<file path="src/rtl/video_timing_sequencer.sv">
// Raster timing chain: LS163-style horizontal/vertical counters, sync/blank phase FSMs,
// and a shadowed timing configuration that is applied only at frame wrap.
module video_timing_sequencer #(
  parameter int HW           = 9,
  parameter int VW           = 9,
  parameter int H_TOTAL      = 384,
  parameter int H_ACTIVE     = 256,
  parameter int H_SYNC_START = 288,
  parameter int H_SYNC_LEN   = 32,
  parameter int V_TOTAL      = 262,
  parameter int V_ACTIVE     = 240,
  parameter int V_SYNC_START = 244,
  parameter int V_SYNC_LEN   = 3
) (
  input  logic          clk,
  input  logic          reset,
  input  logic          pix_en,
  input  logic          cfg_wr,
  input  logic [1:0]    cfg_sel,
  input  logic [8:0]    cfg_data,
  output logic          cfg_pending,
  output logic [HW-1:0] hcount,
  output logic [VW-1:0] vcount,
  output logic          hblank,
  output logic          vblank,
  output logic          hsync_n,
  output logic          vsync_n,
  output logic          h_rco,
  output logic          v_rco,
  output logic          frame_start
);

  typedef enum logic [1:0] {
    PH_ACTIVE = 2'd0,
    PH_FRONT  = 2'd1,
    PH_SYNC   = 2'd2,
    PH_BACK   = 2'd3
  } phase_t;

  localparam logic [HW-1:0] LP_H_ONE    = HW'(1);
  localparam logic [HW-1:0] LP_H_TWO    = HW'(2);
  localparam logic [VW-1:0] LP_V_ONE    = VW'(1);
  localparam logic [VW-1:0] LP_V_TWO    = VW'(2);
  localparam logic [HW:0]   LP_H_ACTIVE = (HW+1)'(H_ACTIVE);
  localparam logic [VW:0]   LP_V_ACTIVE = (VW+1)'(V_ACTIVE);
  localparam logic [HW:0]   LP_H_SLEN   = (HW+1)'(H_SYNC_LEN);
  localparam logic [VW:0]   LP_V_SLEN   = (VW+1)'(V_SYNC_LEN);

  // Wrap always returns to ACTIVE; otherwise a phase advances only when the count enters its boundary.
  function automatic phase_t next_phase(input phase_t cur, input logic wrap,
                                        input logic hit_act, input logic hit_sync,
                                        input logic hit_back);
    phase_t nxt;
    nxt = cur;
    if (wrap) begin
      nxt = PH_ACTIVE;
    end else begin
      case (cur)
        PH_ACTIVE: begin
          if (hit_act) nxt = hit_sync ? PH_SYNC : PH_FRONT;
          else         nxt = PH_ACTIVE;
        end
        PH_FRONT: begin
          if (hit_sync) nxt = PH_SYNC;
          else          nxt = PH_FRONT;
        end
        PH_SYNC: begin
          if (hit_back) nxt = PH_BACK;
          else          nxt = PH_SYNC;
        end
        PH_BACK: nxt = PH_BACK;
        default: nxt = PH_ACTIVE;
      endcase
    end
    return nxt;
  endfunction

  logic [HW-1:0] r_hcount, r_h_total_act, r_h_ss_act, r_h_total_sh, r_h_ss_sh;
  logic [VW-1:0] r_vcount, r_v_total_act, r_v_ss_act, r_v_total_sh, r_v_ss_sh;
  phase_t        r_h_phase, r_v_phase;
  logic          r_hblank, r_vblank, r_hsync_n, r_vsync_n, r_frame_start, r_cfg_pending;

  logic          w_h_last, w_v_last, w_h_rco, w_v_rco, w_cfg_ok;
  logic [HW-1:0] w_h_next, w_cfg_h;
  logic [VW-1:0] w_v_next, w_cfg_v;
  logic [HW:0]   w_h_next_x, w_h_ss_x, w_h_sync_end;
  logic [VW:0]   w_v_next_x, w_v_ss_x, w_v_sync_end;
  phase_t        w_h_phase_nxt, w_v_phase_nxt;

  assign w_h_last = (r_hcount == (r_h_total_act - LP_H_ONE));
  assign w_v_last = (r_vcount == (r_v_total_act - LP_V_ONE));
  assign w_h_rco  = pix_en & w_h_last;
  assign w_v_rco  = w_h_rco & w_v_last;
  assign w_h_next = w_h_last ? '0 : (r_hcount + LP_H_ONE);
  assign w_v_next = w_v_last ? '0 : (r_vcount + LP_V_ONE);

  // Sync window is evaluated one bit wider so start+len never aliases back into the line.
  assign w_h_next_x   = {1'b0, w_h_next};
  assign w_h_ss_x     = {1'b0, r_h_ss_act};
  assign w_h_sync_end = w_h_ss_x + LP_H_SLEN;
  assign w_v_next_x   = {1'b0, w_v_next};
  assign w_v_ss_x     = {1'b0, r_v_ss_act};
  assign w_v_sync_end = w_v_ss_x + LP_V_SLEN;

  assign w_h_phase_nxt = next_phase(r_h_phase, w_h_last, (w_h_next_x == LP_H_ACTIVE),
                                    (w_h_next_x == w_h_ss_x), (w_h_next_x == w_h_sync_end));
  assign w_v_phase_nxt = next_phase(r_v_phase, w_v_last, (w_v_next_x == LP_V_ACTIVE),
                                    (w_v_next_x == w_v_ss_x), (w_v_next_x == w_v_sync_end));

  assign w_cfg_h  = HW'(cfg_data);
  assign w_cfg_v  = VW'(cfg_data);
  assign w_cfg_ok = cfg_wr & ~(((cfg_sel == 2'd0) && (w_cfg_h < LP_H_TWO)) ||
                               ((cfg_sel == 2'd1) && (w_cfg_v < LP_V_TWO)));

  // Pixel/line counters and the frame-start pulse that follows the frame carry.
  always_ff @(posedge clk or posedge reset) begin
    if (reset) begin
      r_hcount      <= '0;
      r_vcount      <= '0;
      r_frame_start <= 1'b0;
    end else begin
      r_frame_start <= w_v_rco;
      if (pix_en)  r_hcount <= w_h_next;
      if (w_h_rco) r_vcount <= w_v_next;
    end
  end

  // Shadow register file; the whole set moves to active on the frame carry, before any same-cycle write lands.
  always_ff @(posedge clk or posedge reset) begin
    if (reset) begin
      r_h_total_act <= HW'(H_TOTAL);
      r_v_total_act <= VW'(V_TOTAL);
      r_h_ss_act    <= HW'(H_SYNC_START);
      r_v_ss_act    <= VW'(V_SYNC_START);
      r_h_total_sh  <= HW'(H_TOTAL);
      r_v_total_sh  <= VW'(V_TOTAL);
      r_h_ss_sh     <= HW'(H_SYNC_START);
      r_v_ss_sh     <= VW'(V_SYNC_START);
      r_cfg_pending <= 1'b0;
    end else begin
      if (w_cfg_ok) begin
        case (cfg_sel)
          2'd0:    r_h_total_sh <= w_cfg_h;
          2'd1:    r_v_total_sh <= w_cfg_v;
          2'd2:    r_h_ss_sh    <= w_cfg_h;
          2'd3:    r_v_ss_sh    <= w_cfg_v;
          default: r_h_total_sh <= r_h_total_sh;
        endcase
      end
      if (w_v_rco) begin
        r_h_total_act <= r_h_total_sh;
        r_v_total_act <= r_v_total_sh;
        r_h_ss_act    <= r_h_ss_sh;
        r_v_ss_act    <= r_v_ss_sh;
        r_cfg_pending <= w_cfg_ok;
      end else if (w_cfg_ok) begin
        r_cfg_pending <= 1'b1;
      end
    end
  end

  // Horizontal phase FSM; blank/sync register together with hcount so they carry no extra latency.
  always_ff @(posedge clk or posedge reset) begin
    if (reset) begin
      r_h_phase <= PH_ACTIVE;
      r_hblank  <= 1'b0;
      r_hsync_n <= 1'b1;
    end else if (pix_en) begin
      r_h_phase <= w_h_phase_nxt;
      r_hblank  <= (w_h_phase_nxt != PH_ACTIVE);
      r_hsync_n <= (w_h_phase_nxt != PH_SYNC);
    end
  end

  // Vertical phase FSM, stepped once per line on the horizontal carry.
  always_ff @(posedge clk or posedge reset) begin
    if (reset) begin
      r_v_phase <= PH_ACTIVE;
      r_vblank  <= 1'b0;
      r_vsync_n <= 1'b1;
    end else if (w_h_rco) begin
      r_v_phase <= w_v_phase_nxt;
      r_vblank  <= (w_v_phase_nxt != PH_ACTIVE);
      r_vsync_n <= (w_v_phase_nxt != PH_SYNC);
    end
  end

  assign hcount      = r_hcount;
  assign vcount      = r_vcount;
  assign hblank      = r_hblank;
  assign vblank      = r_vblank;
  assign hsync_n     = r_hsync_n;
  assign vsync_n     = r_vsync_n;
  assign h_rco       = w_h_rco;
  assign v_rco       = w_v_rco;
  assign frame_start = r_frame_start;
  assign cfg_pending = r_cfg_pending;

endmodule
</file>
<file path="config.mk">
export PLATFORM = sky130hd
export DESIGN_NAME = video_timing_sequencer
export DESIGN_NICKNAME = d
export VERILOG_FILES = /design/src/rtl/video_timing_sequencer.sv
export SDC_FILE = /design/constraint.sdc
export NUM_CORES = 1
export LEC_CHECK = 0
export CAP_MARGIN = 20
export CORE_MARGIN = 2
export CORE_UTILIZATION = 45
export CTS_CLUSTER_DIAMETER = 30
export DETAILED_ROUTE_END_ITERATION = 7
export HOLD_SLACK_MARGIN = 0.08
export PLACE_DENSITY = 0.74
export SYNTH_ARGS = -nofsm -noshare
export SYNTH_HDL_FRONTEND = slang
export SYNTH_SLANG_ARGS = --single-unit
</file>
<file path="constraint.sdc">
create_clock -name clk -period 9.24 [get_ports clk]
set_clock_uncertainty 0.15 [all_clocks]
set_input_delay 0.924 -clock clk [delete_from_list [all_inputs] [get_ports clk]]
set_output_delay 0.924 -clock clk [all_outputs]
set_load 0.1 [all_outputs]
</file>
After elaboration in Yosys (flattened, before gate mapping)
Cells that the tools add are included.
{"block": "totals", "regBits": 100, "inputBits": 15, "wordCells": 75}
{"block": "op_classes", "bitwise_logic": 4, "muxes": 14, "n_lt_le_gt_ge": 1, "n_reduce_logical": 13, "n_eq_ne": 19, "addsub": 6}
{"op": "equality test 9 bit", "n": 4}
{"op": "equality test 9 x 10 -> 1 bit", "n": 2}
{"op": "adder 9 x 1 -> 9 bit, second input constant", "n": 2}
{"op": "two-way mux 9 bit", "n": 2}
{"op": "subtractor 9 x 1 -> 9 bit, second input constant", "n": 2}
{"op": "one-hot mux 2 bit (4 select lines)", "n": 2}
{"op": "equality test 2 bit, second input constant", "n": 6}
{"op": "two-way mux 2 bit", "n": 6}
{"op": "adder 9 x 2 -> 10 bit, second input constant", "n": 1}
{"op": "adder 9 x 6 -> 10 bit, second input constant", "n": 1}
{"op": "equality test 9 x 8 -> 1 bit, second input constant", "n": 1}
{"op": "equality test 9 bit, second input constant", "n": 1}
{"op": "< comparator 9 x 2 -> 1 bit, second input constant", "n": 1}
{"op": "AND reduction 2 bit", "n": 4}
{"op": "equality test 2 x 1 -> 1 bit, second input constant", "n": 3}
{"op": "logical NOT 2 bit", "n": 3}
{"op": "nonzero test 2 bit", "n": 3}
{"op": "two-way mux 1 bit", "n": 4}
{"op": "inequality test 2 bit, second input constant", "n": 2}
{"op": "AND 1 bit", "n": 3}
{"op": "logical AND 1 bit", "n": 2}
{"op": "logical OR 1 bit", "n": 1}
{"op": "NOT 1 bit", "n": 1}

Depth between registers and ports, before layout
Gate-level depths: netlist of the first run.
{"block": "logic_depth", "ltp_word": 9, "depth_mapped": 13, "mapped_depth_nobuf": 12}

Worst setup path before layout of the first run
OpenSTA, ideal clock, no wires.
{"block": "synth_path", "path_kind": "reg2out", "startpoint": "register r_hcount[6], in the netlist hcount[6]", "endpoint": "output port v_rco", "setup_slack_ns": 4.056, "arrival_time_ns": 4.110, "stages_incl_launch_ff": 11, "path_cell_list": "dfrtp_1 clkbuf_1 nor2b_1 o21ai_0 a2111oi_0 nor3_1 nor2_1 buf_2 nand2_1 clkbuf_1 nor2_1"}
{"block": "synth_via", "elab_chain_cells": 3}
{"item": "start: declaration", "line_no": "78", "rtl": "logic [HW-1:0] r_hcount, r_h_total_act, r_h_ss_act, r_h_total_sh, r_h_ss_sh;"}
{"item": "start signal: assignment", "line_no": "123", "rtl": "if (pix_en) r_hcount <= w_h_next;"}
{"item": "equality test 9 bit", "line_no": "90", "rtl": "assign w_h_last = (r_hcount == (r_h_total_act - LP_H_ONE));"}
{"item": "AND 1 bit", "line_no": "92", "rtl": "assign w_h_rco = pix_en & w_h_last;"}
{"item": "AND 1 bit", "line_no": "93", "rtl": "assign w_v_rco = w_h_rco & w_v_last;"}
{"item": "end: declaration", "line_no": "29", "rtl": "output logic v_rco,"}
Every way passes these cells.

Final worst setup path of the first run
{"block": "layout_path", "startpoint": "register r_h_total_act[0]", "endpoint": "output port h_rco"}
{"block": "layout_via", "elab_chain_cells": 3}
{"item": "start: declaration", "line_no": "78"}
{"item": "start signal: assignment", "line_no": "131", "rtl": "r_h_total_act <= HW'(H_TOTAL);"}
{"item": "start signal: assignment", "line_no": "151", "rtl": "r_h_total_act <= r_h_total_sh;"}
{"item": "subtractor 9 x 1 -> 9 bit", "line_no": "90"}
{"item": "equality test 9 bit", "line_no": "90"}
{"item": "AND 1 bit", "line_no": "92"}
{"item": "end: declaration", "line_no": "28", "rtl": "output logic h_rco,"}
Every way passes these cells.

==> impl_metrics.yaml, run 1 <==
critical_path:
  start_kind: "register"
  path_max_fanout: 17
  crit_type: "register to output port"
  worstPathArrival_ns: 4.97
  cp_slowest_cell: "clkdlybuf4s50_1"
  cp.required_ns: 8.17
  cp-end-kind: "output port"
  cp_cell_sequence: "inv_1 > ha_1 > or4b_1 > a2111oi_0 > nor3_1 > nor2_1 > nand2_1 > inv_1 > clkdlybuf4s50_1"
  max_stage_delay_ns: 1.17
  crit_top_cell: "inv_1"
hold_path:
  holdCritPathClass: "register to register"
synthesis:
  ys_warn_count: 0
  synth_ff_type: "dfrtp_1"
  netlist.area_leader.share_pct: 31.7
  ys_seq_area_share_pct: 43.4
  async_flop_share_pct: 100
  ys_types: 69
  syn_area_sq_um: 5840
  synth_edf_count: 0
  synthTopCellsByArea: "dfrtp_1 (32%), dfstp_2 (12%), nand2_1 (8.6%)"
  synthesis.instances: 628
  synth_nets: 649
  synth.ff_latch_count: 100
  synth.largest_area_cell: "dfrtp_1"
  avgSynthCellArea_sq_um: 9.29
clocking:
  path_clk_slew_ns: 0.07
  clock-sinks: 100
  cts_buffer_depth: 2
  root_buffer: "clkbuf_16"
  cts_setup_buffers: 0
  htree_levels: 3
  clock_latency_ns: 0.35
  cts_buffers: 9
  tritoncts: "built"
  cts_hold_buf: 0
  post_cts_resized: 0
grt:
  grt_overflow_total: 0
  grt_usage_pct: 20.3
  grt_antenna_before_repair: 0
  grt_pass1_wl_um: 23000
  grt_max_degree: 74
  first_global_vias: 4662
floorplanning:
  ios: 41
  dieArea_sq_um: 13900
  die_x_um: 118
  die_h_um: 118
  initial_utilization_pct: 46.3
  core_sq_um: 12600
  rows: 41
timing:
  setup_viol: 0
  tightest_slew_ns: 0.985
  fmax_mhz: 166
  rsz0062_at_grt: "false"
  slew_headroom_pct: 34.1
  holdWs_ns: 0.309
  min_period_ns: 6.04
  finalCritPeriodShare_pct: 65.4
  slew_violations: 0
  fin_ws_ns: 3.20
  hold_viol: 0
  setup_tns_ns: 0
power_and_ir_drop:
  power.leakage_nw: 2.80
  p_sw_share_pct: 37.6
  power_frac_comb_pct: 30.8
  clkPwrFrac_pct: 27.1
  power_mw: 1.33
  pwr-share-seq_pct: 42.2
  p_switching_mw: 0.502
  power.density_nw_per_um2: 201
  peakVddDrop_mv: 0.0880
  p_int_mw: 0.832
routing:
  viasPerCell: 5.63
  vias: 4652
  ant_nets: 0
  drc: 0
  drt_wl_total_um: 13700
  drt_pass1_iterations: 4
  post_drt_wl_per_cell_um: 16.6
  drt_iter0_drc: 369
cells_and_area:
  final_layout_size_suffix_gt1_share_pct: 15.9
  fin_area_sq_um: 6620
  antenna_cells: 0
  area_growth_pct: 13.4
  final_nets: 671
placement:
  dp_slack_ns: 3.63
  dp_hpwl_um: 10100
  place.gp.congestion: 0.897
  placed_area_sq_um: 6340
  portBuffers: 40
job:
  drv_cap: 0
status:
  status: "complete, no violations"
==> state kept, by name (all words and copies together) (netlist names), 2 cells and up <==
register       count
r_h_total_sh       9
r_v_ss_act         9
hcount             9
vcount             9
r_v_phase          2
r_h_ss_act         9
r_h_phase          2
r_v_total_sh       9
r_v_ss_sh          9
r_v_total_act      9
r_h_ss_sh          9
r_h_total_act      9
==> stage by stage <==
step                      instances  utilization (%)
final                           827             52.5
after global routing            827             52.5
after CTS                       827             52.5
after global placement          810             50.1
after detailed placement        811             50.2
after floorplan                 628                -
==> worst max-delay path: cells and delay by family, from the launching register on <==
kind            cells  cell delay (ns)
fa+ha+maj           1             0.20
buf+inv             3             1.55
flops               1             0.41
simple gates        4             2.01
compound gates      1             0.43
==> cells in the final DEF (no fill, tap or decap), types with 4 or more instances in the layout <==
cell type,count
a31oi_1,5
nor4_1,7
nand2b_1,8
o21ai_2,4
a21oi_1,17
nor2_1,31
clkdlybuf4s50_1,40
xor2_1,20
and3_1,6
ha_1,6
nand3b_1,4
o21ai_0,32
o32ai_1,4
inv_1,18
clkbuf_16,9
nand3_1,16
nor3_1,16
nor2b_1,6
mux2_2,41
nand2_1,133
nor3b_1,8
xnor2_1,38
dfstp_2,26
dfrtp_1,74
o31ai_1,4
==> path summary, 6_finish.rpt <==
path / start / to / slack, ns / cells past startpoint
hold reg to reg: r_h_total_sh[8] / r_h_total_act[8] / 0.31 / 2
min in group asynchronous: reset / hcount[6] / 0.76 / 2
setup / recovery: r_h_total_act[0] / h_rco / 3.20 / 9
hold / removal: r_h_total_sh[8] / r_h_total_act[8] / 0.31 / 2
max in group asynchronous: reset / r_v_ss_act[3] / 6.98 / 3
setup reg to reg: r_h_total_act[0] / vcount[5] / 5.13 / 10
==> cells in the mapped netlist (all sizes together), types with 4 or more instances <==
cell type / number
a21oi: 17
o32ai: 4
a31oi: 5
o31ai: 4
dfstp: 26
xor2: 21
nand2b: 8
inv: 19
clkbuf: 21
xnor2: 38
nor3: 17
and3: 6
ha: 6
nor4: 9
dfrtp: 74
nand3: 16
o21ai: 36
buf: 12
mux2: 41
nand2: 134
nor2b: 6
nand3b: 4
nor3b: 8
nor2: 33
==> area by class of cell <==
cell class                      instances  area [sq um]
Fill cell                            1132          6000
Clock inverter                          5          42.5
Multi-Input combinational cell        476          3070
Timing Repair Buffer                   44           438
Sequential cell                       100          2530
Inverter                               19          73.8
Tap cell                              172           215
Clock buffer                           11           243
==> power groups by stage <==
stage | Combinational (mW) | Sequential (mW) | Clock, mW
after global placement | 0.397 | 0.566 | 0
after floorplan | 0.192 | 0.681 | 0
after detailed placement | 0.408 | 0.569 | 0
after global routing | 0.433 | 0.571 | 0.388
after CTS | 0.410 | 0.562 | 0.369
final | 0.410 | 0.563 | 0.361
==> per-layer routing <==
layer	vias to the layer above	global-route usage [%]	wire, um
met3	18	2.76	606
met5	-	0	0
met4	0	7.53	250
li1	2222	-	-
met1	2285	27.1	6210
met2	127	33.5	6680
==> cell families after synthesis <==
| logic type | Yosys count | share of synthesized area, % |
|---|---|---|
| simple gates | 267 | 22.3 |
| flops | 100 | 43.4 |
| compound gates | 99 | 11.3 |
| xor+xnor | 60 | 9.39 |
| buf+inv | 52 | 3.90 |
| mux | 44 | 8.42 |
| fa+ha+maj | 6 | 1.29 |
Power figures use the tool's default switching activity.
==> run 2: changes to the inputs <==
==> constraint.sdc (replaced) <==
create_clock -name clk -period 6.1 [get_ports clk]
set_clock_uncertainty 0.15 [all_clocks]
set_input_delay 0.61 -clock clk [delete_from_list [all_inputs] [get_ports clk]]
set_output_delay 0.61 -clock clk [all_outputs]
set_load 0.1 [all_outputs]
==> run 2 against run 1 <==
Effect of this change: via count grew 0.80%; critical endpoint unchanged; sequential power grew 51%; cell count grew 0.12%.
==> impl_metrics.yaml, run 2 (synthesis results as in run 1) <==
clocking:
  tritoncts: "built"
  clock_latency_ns: 0.35
  path_clk_slew_ns: 0.07
  htree_levels: 3
  post_cts_resized: 0
  cts_buffer_depth: 2
  clock-sinks: 100
  root_buffer: "clkbuf_16"
  cts_setup_buffers: 0
  cts_hold_buf: 0
  cts_buffers: 9
status:
  status: "complete, no violations"
cells_and_area:
  fillers: 1132
  multi_input_area_sq_um: 3070
  final_common_cell: "nand2_1"
  final_layout_size_suffix_gt1_share_pct: 16.5
  area_growth_pct: 14.4
  final_cell_mix: "nand2_1 (133), dfrtp_1 (74), mux2_2 (41), xnor2_1 (38), clkdlybuf4s50_1 (38)"
  antenna_cells: 0
  final_nets: 672
  seq_area_sq_um: 2530
  final_cells: 828
critical_path:
  worstPathArrival_ns: 3.52
  crit_type: "register to output port"
  cp_slowest_cell: "or4b_1"
  path_max_fanout: 17
  max_stage_delay_ns: 0.54
  cp-end-kind: "output port"
  cp_cell_sequence: "inv_1 > ha_1 > or4b_1 > xor2_1 > and4_1 > nor3_1 > nor2_1 > buf_4 > nand2_1 > inv_1 > buf_4"
  cp.required_ns: 5.34
  start_kind: "register"
floorplanning:
  initial_utilization_pct: 46.3
  die_h_um: 118
  ios: 41
  dieArea_sq_um: 13900
  die_x_um: 118
  rows: 41
  core_sq_um: 12600
placement:
  place.gp.congestion: 0.923
  dp_cells: 812
  portBuffers: 40
  dp_hpwl_um: 9560
timing:
  fmax_mhz: 234
  slew_headroom_pct: 35.4
  finalCritPeriodShare_pct: 70.1
  slew_violations: 0
  tightest_slew_ns: 0.966
  hold_viol: 0
  setup_viol: 0
  setup_tns_ns: 0
  min_period_ns: 4.28
  rsz0062_at_grt: "false"
routing:
  ant_nets: 0
  drt_wl_total_um: 13400
  drc: 0
  drt_pass1_iterations: 5
  post_drt_wl_per_cell_um: 16.2
  drt_iter0_drc: 333
  vias: 4689
  viasPerCell: 5.66
grt:
  grt_antenna_before_repair: 0
  grt_usage_pct: 19.7
  grt_pass1_wl_um: 22300
  first_global_vias: 4418
  grt_max_degree: 74
  grt_overflow_total: 0
power_and_ir_drop:
  clkPwrFrac_pct: 30.9
  p_int_mw: 1.34
  p_sw_share_pct: 36.7
  power.density_nw_per_um2: 316
  power.leakage_nw: 2.84
  pwr-share-seq_pct: 40.3
  power_frac_comb_pct: 28.8
  p_switching_mw: 0.774
  peakVddDrop_mv: 0.126
job:
  drv_cap: 0
hold_path:
  holdCritPathClass: "register to register"
run 2: changes by cell type in the layout (fill, tap and decap cells not counted):
cell and change:
clkdlybuf4s50_1 -2, clkinvlp_4 -1, clkbuf_1 -1, clkinv_4 -1, buf_4 +3, clkinv_8 +1
inv_8 +2, inv_6 -1, bufinv_16 +2, clkbuf_8 -1
run 2: critical path, delay by kind of cell, from the launching register on:
kind                       cells  cell delay [ns]
xor gates and xnor gates       1             0.18
DFF                            1             0.42
adders and majority gates      1             0.19
and+or+nand+nor                5             1.57
buffers and inverters          4             0.80
run 2: power groups by stage:
stage          sequential [mW]  clock [mW]  combinational (mW)
3_3_place_gp             0.858           0               0.597
6_report                 0.852       0.652               0.608
2_1_floorplan             1.03           0               0.291
4_1_cts                  0.850       0.659               0.609
5_1_grt                  0.865       0.686               0.648
3_5_place_dp             0.862           0               0.608
run 2: path summary, 6_finish.rpt:
path	start	endpoint	slack (ns)	cells past startpoint
setup / recovery	r_h_total_act[0]	h_rco	1.82	11
hold reg to reg	r_h_total_sh[7]	r_h_total_act[7]	0.31	2
max in group asynchronous	reset	r_v_total_act[3]	4.16	3
min in group asynchronous	reset	hcount[3]	0.45	2
hold / removal	r_h_total_sh[7]	r_h_total_act[7]	0.31	2
setup reg to reg	r_v_total_act[0]	vsync_n	2.38	12
run 2: cell type report:
class | count | area share, %
Multi-Input combinational cell | 476 | 46.0
Timing Repair Buffer | 45 | 6.59
Sequential cell | 100 | 37.9
Inverter | 19 | 1.11
Clock buffer | 9 | 3.37
Clock inverter | 7 | 1.74
Tap cell | 172 | 3.22
run 2: stage by stage:
step                area (sq um)  total power [mW]  hold WS, ns  setup WS (ns)  util (%)
detailed placement          6340              1.47        0.296           2.19      50.2
finish                      6680              2.11        0.308           1.82      52.9
global placement            6320              1.45        0.296           2.23      50.1
floorplan                   5840              1.32        0.283           1.23         -
CTS                         6680              2.12        0.308           1.80      52.9
global route                6680              2.20        0.332           1.63      52.9
run 2: layer usage:
| layer | up-vias | GRT usage, % | part of all wire, % |
|---|---|---|---|
| li1 | 2223 | - | - |
| met1 | 2288 | 26.8 | 46 |
| met2 | 151 | 31.9 | 47 |
| met3 | 27 | 2.62 | 4.9 |
| met4 | 0 | 7.53 | 2.0 |
| met5 | - | 0 | 0 |
==> run 3: changes to the inputs <==
==> constraint.sdc (replaced) <==
create_clock -name clk -period 4 [get_ports clk]
set_clock_uncertainty 0.15 [all_clocks]
set_input_delay 0.4 -clock clk [delete_from_list [all_inputs] [get_ports clk]]
set_output_delay 0.4 -clock clk [all_outputs]
set_load 0.1 [all_outputs]
==> run 3 against run 2 <==
Effect of this change: die area is the same; critical path depth grew 1; routed wire length grew 2.4%; worst hold slack is essentially flat; count of clock-buffer cells in the layout grew 2; utilization shrank 0.12 points; first-iteration DRC count shrank 11%; register-to-register slack lost 2.0 ns; largest cell class unchanged.
==> impl_metrics.yaml, run 3 (synthesis results as in run 1) <==
status:
  status: "complete, no violations"
timing:
  fin_ws_ns: 0.354
  setup_tns_ns: 0
  rsz0062_at_grt: "false"
  tightest_slew_ns: 0.974
  min_period_ns: 3.65
  fmax_mhz: 274
  setup_viol: 0
  slew_violations: 0
  hold_viol: 0
  slew_headroom_pct: 34.9
  holdWs_ns: 0.308
  finalCritPeriodShare_pct: 91.2
cells_and_area:
  fillers: 1159
  antenna_cells: 0
  final_cell_mix: "nand2_1 (133), dfrtp_1 (74), mux2_2 (41), xnor2_1 (38), clkdlybuf4s50_1 (38)"
  final_cells: 831
  multi_input_area_sq_um: 3090
  area_growth_pct: 14.2
  final_nets: 675
  fin_util_pct: 52.8
  final_layout_size_suffix_gt1_share_pct: 17.0
  final_common_cell: "nand2_1"
  seq_area_sq_um: 2530
  fin_area_sq_um: 6670
routing:
  drt_pass1_iterations: 5
  drc: 0
  drt_iter0_drc: 295
  drt_wl_total_um: 13700
  ant_nets: 0
  viasPerCell: 5.59
  vias: 4642
  post_drt_wl_per_cell_um: 16.5
floorplanning:
  initial_utilization_pct: 46.3
  dieArea_sq_um: 13900
  die_x_um: 118
  core_sq_um: 12600
  ios: 41
  rows: 41
  die_h_um: 118
clocking:
  cts_setup_buffers: 0
  clock-sinks: 100
  clock_latency_ns: 0.34
  cts_buffers: 9
  cts_hold_buf: 0
  cts_buffer_depth: 2
  htree_levels: 3
  root_buffer: "clkbuf_16"
  tritoncts: "built"
  path_clk_slew_ns: 0.07
placement:
  place.gp.congestion: 0.981
  portBuffers: 40
  placed_area_sq_um: 6390
  dp_cells: 815
  dp_slack_ns: 0.403
  dp_hpwl_um: 9850
power_and_ir_drop:
  p_sw_share_pct: 37.7
  power.density_nw_per_um2: 458
  power.leakage_nw: 2.81
  power_mw: 3.05
  clkPwrFrac_pct: 26.7
  pwr-share-seq_pct: 42.7
  p_switching_mw: 1.15
  p_int_mw: 1.90
  peakVddDrop_mv: 0.246
  power_frac_comb_pct: 30.6
grt:
  first_global_vias: 4429
  grt_usage_pct: 20.0
  grt_antenna_before_repair: 0
  grt_overflow_total: 0
  grt_max_degree: 64
  grt_pass1_wl_um: 22700
critical_path:
  crit_type: "register to register"
  worstPathArrival_ns: 3.74
  crit_top_cell: "a21oi_1"
  cp-end-kind: "register"
  critical_path_buf_inv_count: 1
  cp.required_ns: 4.10
  worstRegToRegCells: 12
  max_stage_delay_ns: 0.55
  crit_family: "simple AND/OR/NAND/NOR gates"
  timing.rr.start: "r_v_total_act[0]"
  regToRegEndpoint: "vsync_n"
  cp_slowest_cell: "nor3_2"
  path_max_fanout: 8
  start_kind: "register"
  cp_cell_sequence: "inv_1 > ha_1 > or3b_2 > a21oi_1 > nor3_1 > nor3_2 > or2_1 > nand2_1 > a21boi_1 > nand4_1 > o32ai_1 > a21oi_1"
  worst-r2r-setup-slack_ns: 0.35
hold_path:
  worstHoldEndpoint: "r_v_total_act[2]"
  worstHoldStart: "r_v_total_sh[2]"
  min_path_cells: 2
  holdCritPathClass: "register to register"
job:
  drv_cap: 0
[run 3: worst max-delay path by stage]
stage / from / end / slack, ns / cells past startpoint
2_1_floorplan: hcount[6] / v_rco / 0.05 / 10
3_3_place_gp: r_h_total_act[0] / r_h_phase[0] / 0.57 / 12
3_5_place_dp: r_v_total_act[0] / vsync_n / 0.40 / 12
4_1_cts: r_v_total_act[0] / v_rco / 0.29 / 9
5_1_grt: r_v_total_act[0] / vsync_n / 0.04 / 12
6_report: r_v_total_act[0] / vsync_n / 0.35 / 12
[run 3: repair_timing]
action | in CTS | in global routing
setup endpoints to repair | 0 | 1
hold endpoints to repair | 0 | 0
gates resized for setup | 0 | 1
[run 3: cell type report]
type	count	share of cell area, %
clock buffers	11	3.49
inverters	19	1.16
clock inverters	5	0.563
well taps	172	3.23
repair buffers	48	7.21
multi-input cells	476	46.3
flip-flops and latches	100	38.0
[run 3: worst min-delay path: stages, from the launching register on]
cell     delay (ns)
dfstp_2        0.37
nand2_1        0.05
nand2_1        0.04
[run 3: power by group through the flow]
stage,registers [mW],clock network [mW],logic (mW)
6_report,1.30,0.813,0.933
5_1_grt,1.32,0.876,0.986
4_1_cts,1.30,0.828,0.934
3_5_place_dp,1.32,0,0.929
3_3_place_gp,1.31,0,0.914
2_1_floorplan,1.57,0,0.444
[run 3: layer usage]
metal | share of wire, % | vias up | track usage [%]
met5 | 0 | - | 0
met4 | 1.0 | 0 | 4.82
met3 | 4.3 | 14 | 3.20
met2 | 47 | 126 | 30.9
met1 | 48 | 2262 | 29.3
li1 | - | 2240 | -
